**src/rtl/bus_burst_addr_gen.sv**
```systemverilog
// Burst-to-beat address generator: takes one FIXED/INCR/WRAP descriptor and
// emits one beat per cycle with address, byte-lane mask, index and last flag.
module bus_burst_addr_gen #(
   parameter int AW   = 32,
   parameter int DBW  = 4,
   parameter int IDW  = 4,
   parameter int SZW  = 3,
   parameter int LENW = 8
) (
   input  logic            clk_i,
   input  logic            rst_i,
   input  logic            req_valid_i,
   output logic            req_ready_o,
   input  logic [IDW-1:0]  req_id_i,
   input  logic [AW-1:0]   req_addr_i,
   input  logic [LENW-1:0] req_len_i,
   input  logic [SZW-1:0]  req_size_i,
   input  logic [1:0]      req_burst_i,
   output logic            beat_valid_o,
   input  logic            beat_ready_i,
   output logic [IDW-1:0]  beat_id_o,
   output logic [AW-1:0]   beat_addr_o,
   output logic [DBW-1:0]  beat_mask_o,
   output logic [LENW-1:0] beat_idx_o,
   output logic            beat_last_o,
   output logic            busy_o,
   output logic            err_o
);
   localparam int LW        = $clog2(DBW);
   localparam int PAGE_BITS = 12;

   typedef enum logic {IDLE, ACTIVE} state_t;

   typedef struct packed {
      logic [IDW-1:0]  id;
      logic [LENW-1:0] len;
      logic [SZW-1:0]  size;
      logic [1:0]      burst;
   } desc_t;

   state_t          state_q, state_nx;
   desc_t           desc_q;
   logic [AW-1:0]   addr_q, wrap_q, addr_nx;
   logic [LENW-1:0] idx_q;
   logic            ready_q, err_q, ready_nx, err_nx;
   logic            accept, legal, hs, last;

   logic [AW-1:0]   in_bytes, in_align, in_total, in_last;
   logic [AW-1:0]   cur_bytes, cur_align;
   logic [LW-1:0]   hi_lane;
   logic [DBW-1:0]  mask_raw;

   // Legality of the descriptor on the request port, evaluated on the accept edge.
   // The page check only needs bits above PAGE_BITS, so AW-bit modular sums suffice.
   always_comb begin
      in_bytes = AW'(1) << req_size_i;
      in_align = req_addr_i & ~(in_bytes - AW'(1));
      in_total = (AW'(req_len_i) + AW'(1)) << req_size_i;
      in_last  = in_align + in_total - AW'(1);
      legal    = 1'b1;
      if (req_size_i > SZW'(LW)) legal = 1'b0;
      if (req_burst_i == 2'd3) legal = 1'b0;
      if (req_burst_i == 2'd2) begin
         if (!(req_len_i == LENW'(1) || req_len_i == LENW'(3) ||
               req_len_i == LENW'(7) || req_len_i == LENW'(15))) legal = 1'b0;
         if ((req_addr_i & (in_bytes - AW'(1))) != '0) legal = 1'b0;
      end
      if (req_burst_i == 2'd1 && ((in_last ^ req_addr_i) >> PAGE_BITS) != '0) legal = 1'b0;
   end

   // Beat datapath: next address and lane range of the current beat.
   always_comb begin
      cur_bytes = AW'(1) << desc_q.size;
      cur_align = addr_q & ~(cur_bytes - AW'(1));
      hi_lane   = cur_align[LW-1:0] + cur_bytes[LW-1:0] - LW'(1);
      case (desc_q.burst)
         2'd0:    addr_nx = addr_q;
         2'd2:    addr_nx = (addr_q & ~wrap_q) | ((addr_q + cur_bytes) & wrap_q);
         default: addr_nx = cur_align + cur_bytes;
      endcase
   end

   for (genvar i = 0; i < DBW; i++) begin : g_lane
      assign mask_raw[i] = (LW'(i) >= addr_q[LW-1:0]) && (LW'(i) <= hi_lane);
   end

   always_comb begin
      state_nx = state_q;
      accept   = 1'b0;
      hs       = 1'b0;
      last     = (idx_q == desc_q.len);
      case (state_q)
         IDLE: begin
            accept = req_valid_i & ready_q;
            if (accept && legal) state_nx = ACTIVE;
         end
         ACTIVE: begin
            hs = beat_ready_i;
            if (hs && last) state_nx = IDLE;
         end
         default: state_nx = IDLE;
      endcase
      ready_nx = (state_nx == IDLE);
      err_nx   = accept & ~legal;
   end

   always_ff @(posedge clk_i or posedge rst_i) begin
      if (rst_i) state_q <= IDLE;
      else       state_q <= state_nx;
   end

   always_ff @(posedge clk_i or posedge rst_i) begin
      if (rst_i) begin
         ready_q <= 1'b0;
         err_q   <= 1'b0;
         desc_q  <= '0;
         addr_q  <= '0;
         wrap_q  <= '0;
         idx_q   <= '0;
      end else begin
         ready_q <= ready_nx;
         err_q   <= err_nx;
         if (accept && legal) begin
            desc_q <= '{id: req_id_i, len: req_len_i, size: req_size_i, burst: req_burst_i};
            addr_q <= req_addr_i;
            wrap_q <= in_total - AW'(1);
            idx_q  <= '0;
         end else if (hs && !last) begin
            addr_q <= addr_nx;
            idx_q  <= idx_q + LENW'(1);
         end
      end
   end

   assign req_ready_o  = ready_q;
   assign err_o        = err_q;
   assign beat_valid_o = (state_q == ACTIVE);
   assign busy_o       = (state_q == ACTIVE);
   assign beat_id_o    = desc_q.id;
   assign beat_addr_o  = addr_q;
   assign beat_idx_o   = idx_q;
   assign beat_mask_o  = beat_valid_o ? mask_raw : '0;
   assign beat_last_o  = beat_valid_o & last;
endmodule
```
**config.mk**
```make
export PLATFORM = sky130hd
export DESIGN_NAME = bus_burst_addr_gen
export DESIGN_NICKNAME = d
export VERILOG_FILES = /design/src/rtl/bus_burst_addr_gen.sv
export SDC_FILE = /design/constraint.sdc
export NUM_CORES = 1
export LEC_CHECK = 0
export CAP_MARGIN = 20
export CORE_MARGIN = 2
export CORE_UTILIZATION = 40
export CTS_CLUSTER_DIAMETER = 150
export DETAILED_ROUTE_END_ITERATION = 10
export PLACE_DENSITY = 0.71
export SLEW_MARGIN = 10
export SYNTH_ARGS = -nofsm -noshare
export SYNTH_HDL_FRONTEND = slang
export SYNTH_SLANG_ARGS = --single-unit
export TNS_END_PERCENT = 10
```
**constraint.sdc**
```tcl
create_clock -name clk_i -period 3.2 [get_ports clk_i]
set_input_delay 0.32 -clock clk_i [delete_from_list [all_inputs] [get_ports clk_i]]
set_output_delay 0.32 -clock clk_i [all_outputs]
set_load 0.03 [all_outputs]
```
Word level (Yosys, flattened, before mapping)
Cells that the tools add are included.
W data, S select, Z words.
{"block": "op_classes", "n_addsub": 11, "order_cmp": 9, "eq_ne": 10, "shift": 3, "n_mux": 17, "bitwise_logic": 16, "n_reduce_logical": 18}
{"op": "$and A32 B32 Y32", "count": 5}
{"op": "$sub A32 B1 Y32 const B", "count": 4}
{"op": "$add A32 B32 Y32", "count": 3}
{"op": "$not A32 Y32", "count": 3}
{"op": "$mux W32", "count": 2}
{"op": "$pmux W32 S2", "count": 1}
{"op": "$reduce_bool A32 Y1", "count": 2}
{"op": "$shl A1 B3 Y32 const A", "count": 2}
{"op": "$or A32 B32 Y32", "count": 1}
{"op": "$shl A9 B3 Y32", "count": 1}
{"op": "$xor A32 B32 Y32", "count": 1}
{"op": "$mux W8", "count": 2}
{"op": "$mux W1", "count": 10}
{"op": "$add A8 B1 Y9 const B", "count": 1}
{"op": "$logic_and A1 B1 Y1", "count": 9}
{"op": "$add A8 B1 Y8 const B", "count": 1}
{"op": "$eq A8 B1 Y1 const B", "count": 1}
{"op": "$eq A8 B2 Y1 const B", "count": 1}
{"op": "$eq A8 B3 Y1 const B", "count": 1}
{"op": "$eq A8 B4 Y1 const B", "count": 1}
{"op": "$eq A8 B8 Y1", "count": 1}
{"op": "$eq A2 B2 Y1 const B", "count": 3}
{"op": "$ge A1 B2 Y1 const A", "count": 2}
{"op": "$ge A2 B2 Y1 const A", "count": 2}
{"op": "other kinds (16)", "count": 24}
{"block": "totals", "reg_bits": 92, "in_bits": 53, "out_inout_bits": 53, "word_cells": 94}

Logic depth before layout (Yosys ltp)
{"block": "logic_depth", "ltp_word": 14, "mapped_depth": 24, "depth_no_buf": 20}

Least setup slack after synthesis
Ideal clock, no wire load.
{"block": "synth_path", "kind": "in2reg", "from": "input req_len_i[0]", "to": "register (tool-made name)", "setup_time_ns": 0.125, "t_arrival_ns": 5.317, "t_required_ns": 3.075, "slack_ns": -2.242, "path_stages": 21, "path_buffers": 3, "path_cell_list": "ha_1 > and4_1 > clkbuf_1 > and3_1 > or3_1 > mux4_2 > ha_1 > inv_1 > ha_1 > nand2_1 > a2111oi_0 > o21ai_0 > a31oi_1 > mux2_2 > a221o_1 > nor4b_2 > nand3_1 > o31a_1 > buf_6 > buf_6 > mux2_4"}
{"item": "from (decl)", "line_no": "16", "source": "input logic [LENW-1:0] req_len_i,"}

Final worst setup path
{"block": "layout_path", "from": "input req_len_i[1]", "to": "register wrap_q[5]"}
{"block": "layout_via", "elab_chain_cells": 9, "word_cells_on_any_way": 20, "cone_classes": "4 x add/sub; 4 x eq/ne; 1 x shift; 4 x mux; 1 x bitwise; 6 x reduce/logical"}
{"item": "$add A8 B1 Y9, or another cell as far along", "line_no": "58", "source": "in_total = (AW'(req_len_i) + AW'(1)) << req_size_i;"}
{"item": "$shl A9 B3 Y32 or $logic_or A1 B1 Y1 (tied branches)", "line_no": "58, 64"}
{"item": "$add A32 B32 Y32 or $logic_or A1 B1 Y1 (tied branches)", "line_no": "59, 64"}
{"item": "$sub A32 B1 Y32 or $logic_or A1 B1 Y1 (tied branches)", "line_no": "59, 65"}
{"item": "$xor A32 B32 Y32 or $mux W1 (tied branches)", "line_no": "68, 64"}
{"item": "$reduce_bool A32 Y1 or $mux W1 (tied branches)", "line_no": "68, 66"}
{"item": "$logic_and A1 B1 Y1 or $mux W1 (tied branches)", "line_no": "68, 63"}
{"item": "$mux W1", "line_no": "68", "source": "if (req_burst_i == 2'd1 && ((in_last ^ req_addr_i) >> PAGE_BITS) != '0) legal = 1'b0;"}
{"item": "$logic_and A1 B1 Y1", "line_no": "123", "source": "if (accept && legal) begin"}
{"item": "to (signal assigned)", "line_no": "126", "source": "wrap_q <= in_total - AW'(1);"}
{"item": "to (decl)", "line_no": "43", "source": "logic [AW-1:0] addr_q, wrap_q, addr_nx;"}
Parallel ways exist; a longest one is shown, timed or not.
A chain may end at the register's enable or synchronous reset.

==> results.toml <==
[clock_tree]
htreeDepth = 3
cts-buffers-inserted = 9
clk_latency_ns = 0.34
clk_pin_slew_ns = 0.07
cts_root_buf = "clkbuf_16"
cts_tree = "built"
cts.sinks = 91
cts_buffer_depth = 2

[floorplan]
fp.dieArea_um2 = 26400
initial_core_util = 0.403
die_w_um = 163
ios = 106
core_area_um2 = 25000
die_h_um = 163
rows = 58

[drt]
routed_wl_um = 38200
vias = 11700
first_pass_iters = 5
wl_per_cell_um = 19.1
antenna_left = 0
vias_per_cell = 5.84
drt-initial-drc-count = 922
drc = 0

[place]
dp_cells = 1963
gp_congestion = 0.985
post_dp_cell_area_um2 = 13600
port_buffers = 105
dp_hpwl_um = 29900

[timing]
rsz0062_at_grt = "yes"
relSlewSlack = 0.523
clock.fmax_ghz = 0.202
final.setup.worst_slack_ns = -1.74
whs_ns = 0.306
min_period_ns = 4.94
tightest_slew_ns = 0.715
finalSetupViolCount = 91
slew_violations = 0
fin_skew_ns = 0.00613
hold_viol = 0
min_period_over_period = 1.54

[worst_hold_path]
hold_path_class = "primary input to flop"

[grt]
track_usage = 0.285
antenna_found_initial = 0
gr-total-overflow = 0
grt_pass1_vias = 11300
grt_max_degree = 55
grt_pass1_wl_um = 60200

[synthesis]
synth.avg_cell_area_um2 = 7.74
synth_ff_type = "dfrtp_1"
async_flop_share = 1.00
postSynthCellCount = 1300
netlist_area_um2 = 10100
synth-seq-area-share = 0.226
ys_ff_latch = 91
synth_cell_types = 80
syn_nets = 1417
synth_edf_count = 0
yosysWarnings = 0

[cells_and_area]
finish.utilization = 0.584
layout.cells.non_filler = 1998
final_common_cell = "buf_4"
postLayoutCellArea_um2 = 14600
layout_common_cells = "312 x buf_4, 107 x nand2_1, 95 x clkdlybuf4s50_1"
final_nets = 1780
drive_above_1_share = 0.297
num_antenna_cells = 0
fill_cells = 2252
syn2layout_area_growth_pct = 44.9

[run]
cap_violations = 0

[setup_path]
start_kind = "primary input"
worstPathMaxFanout = 15
worstPathRequired_ns = 3.43
critPathArrivalTime_ns = 5.17
worstSetupPathType = "primary input to flop"
cp-end-kind = "flop"

[power_and_ir_drop]
ir_drop_uv = 394
total_power_mw = 9.03
p_leak_nw = 6.78
power.density_nw_per_um2 = 619

[status]
violations = "negative setup slack"
outcome = "finished, violations left"
-- worst paths after layout --
| kind | start | endpoint | slack [ns] | cells past startpoint |
|---|---|---|---|---|
| min in group asynchronous | rst_i | beat_valid_o$_DFF_PP0_ | 0.39 | 2 |
| worst min-delay path | req_len_i[0] | desc_q[5]$_DFFE_PP0P_ | 0.31 | 3 |
| worst max-delay path | req_len_i[1] | wrap_q[5]$_DFFE_PP0P_ | -1.74 | 21 |
| worst min register to register | wrap_q[30]$_DFFE_PP0P_ | wrap_q[30]$_DFFE_PP0P_ | 0.49 | 1 |
| worst max register to register | desc_q[4]$_DFFE_PP0P_ | flop | -0.30 | 16 |
| max in group asynchronous | rst_i | wrap_q[29]$_DFFE_PP0P_ | 2.08 | 3 |
-- power by group --
part           switching [mW]  total [mW]  leakage, nW  internal (mW)
clock network           0.465        1.04        0.135          0.574
logic                    3.19        5.83         5.50           2.64
registers               0.638        2.17         1.15           1.53
total                    4.29        9.03         6.78           4.74
-- synth_stat cells, drive strengths merged (14+ instances only) --
cell type | number | area [um2]
a211oi | 14 | 105
a21o | 24 | 180
a21oi | 99 | 499
a31oi | 39 | 244
and3 | 14 | 87.6
buf | 21 | 133
clkbuf | 61 | 229
dfrtp | 91 | 2280
ha | 63 | 788
inv | 95 | 357
mux2 | 49 | 616
mux2i | 32 | 320
nand2 | 110 | 413
nand2b | 22 | 138
nand3 | 53 | 265
nand4 | 37 | 231
nor2 | 89 | 334
nor2b | 14 | 87.6
nor3 | 26 | 135
o21ai | 82 | 410
o31ai | 14 | 105
xnor2 | 29 | 254
xor2 | 37 | 324
-- routing by layer --
| layer | vias to the layer above | wire [um] | global-route usage |
|---|---|---|---|
| met3 | 84 | 2610 | 0.0331 |
| met4 | 0 | 1020 | 0.0897 |
| met5 | - | 0 | 0 |
| met2 | 491 | 18200 | 0.476 |
| met1 | 5570 | 16400 | 0.386 |
| li1 | 5516 | - | - |
-- metrics by stage --
step                setup TNS, ns  worst slack [ns]
floorplan                 -160.95             -1.90
global placement          -229.98             -2.64
detailed placement        -236.03             -2.73
CTS                       -145.37             -1.75
global route              -164.90             -1.90
finish                    -150.36             -1.74
-- repair_timing --
item,4_1_cts,5_1_grt
endpoints found under the setup margin,91,93
hold buffers,0,0
buffers inserted,15,5
pin swaps,42,38
resized for setup,106,48
gates cloned,3,0
-- layout make-up --
class                      count  area, um2  share of cell area
sequential                    91       2280               0.156
multi-input combinational   1032       7580               0.520
clock buffer                  12        256              0.0176
inverter                      95        358              0.0245
tap                          330        413              0.0283
timing repair buffer         434       3660               0.251
clock inverter                 4       32.5             0.00223
-- critical path, cell delays in order --
cell	delay, ns
buf_8	0.10
ha_4	0.18
and4_4	0.17
and3_4	0.15
or3_4	0.38
mux2i_1	0.18
a21boi_2	0.11
ha_1	0.30
inv_2	0.05
ha_4	0.26
nand4_1	0.23
buf_4	0.23
a21o_1	0.20
a31oi_1	0.21
mux2_2	0.35
a221o_1	0.30
nor4b_4	0.32
nand3_2	0.13
o31a_4	0.46
buf_12	0.19
mux2_4	0.30
-- cell families after synthesis --
kind of cell,after synthesis,synth area share
buffers and inverters,177,0.0714
AO/OA/AOI/OAI,391,0.255
flip-flops,91,0.226
adder cells (fa/ha/maj),65,0.0813
XOR/XNOR,66,0.0574
AND/OR/NAND/NOR,428,0.213
multiplexers,82,0.0952
Power figures use the tool's default switching activity.
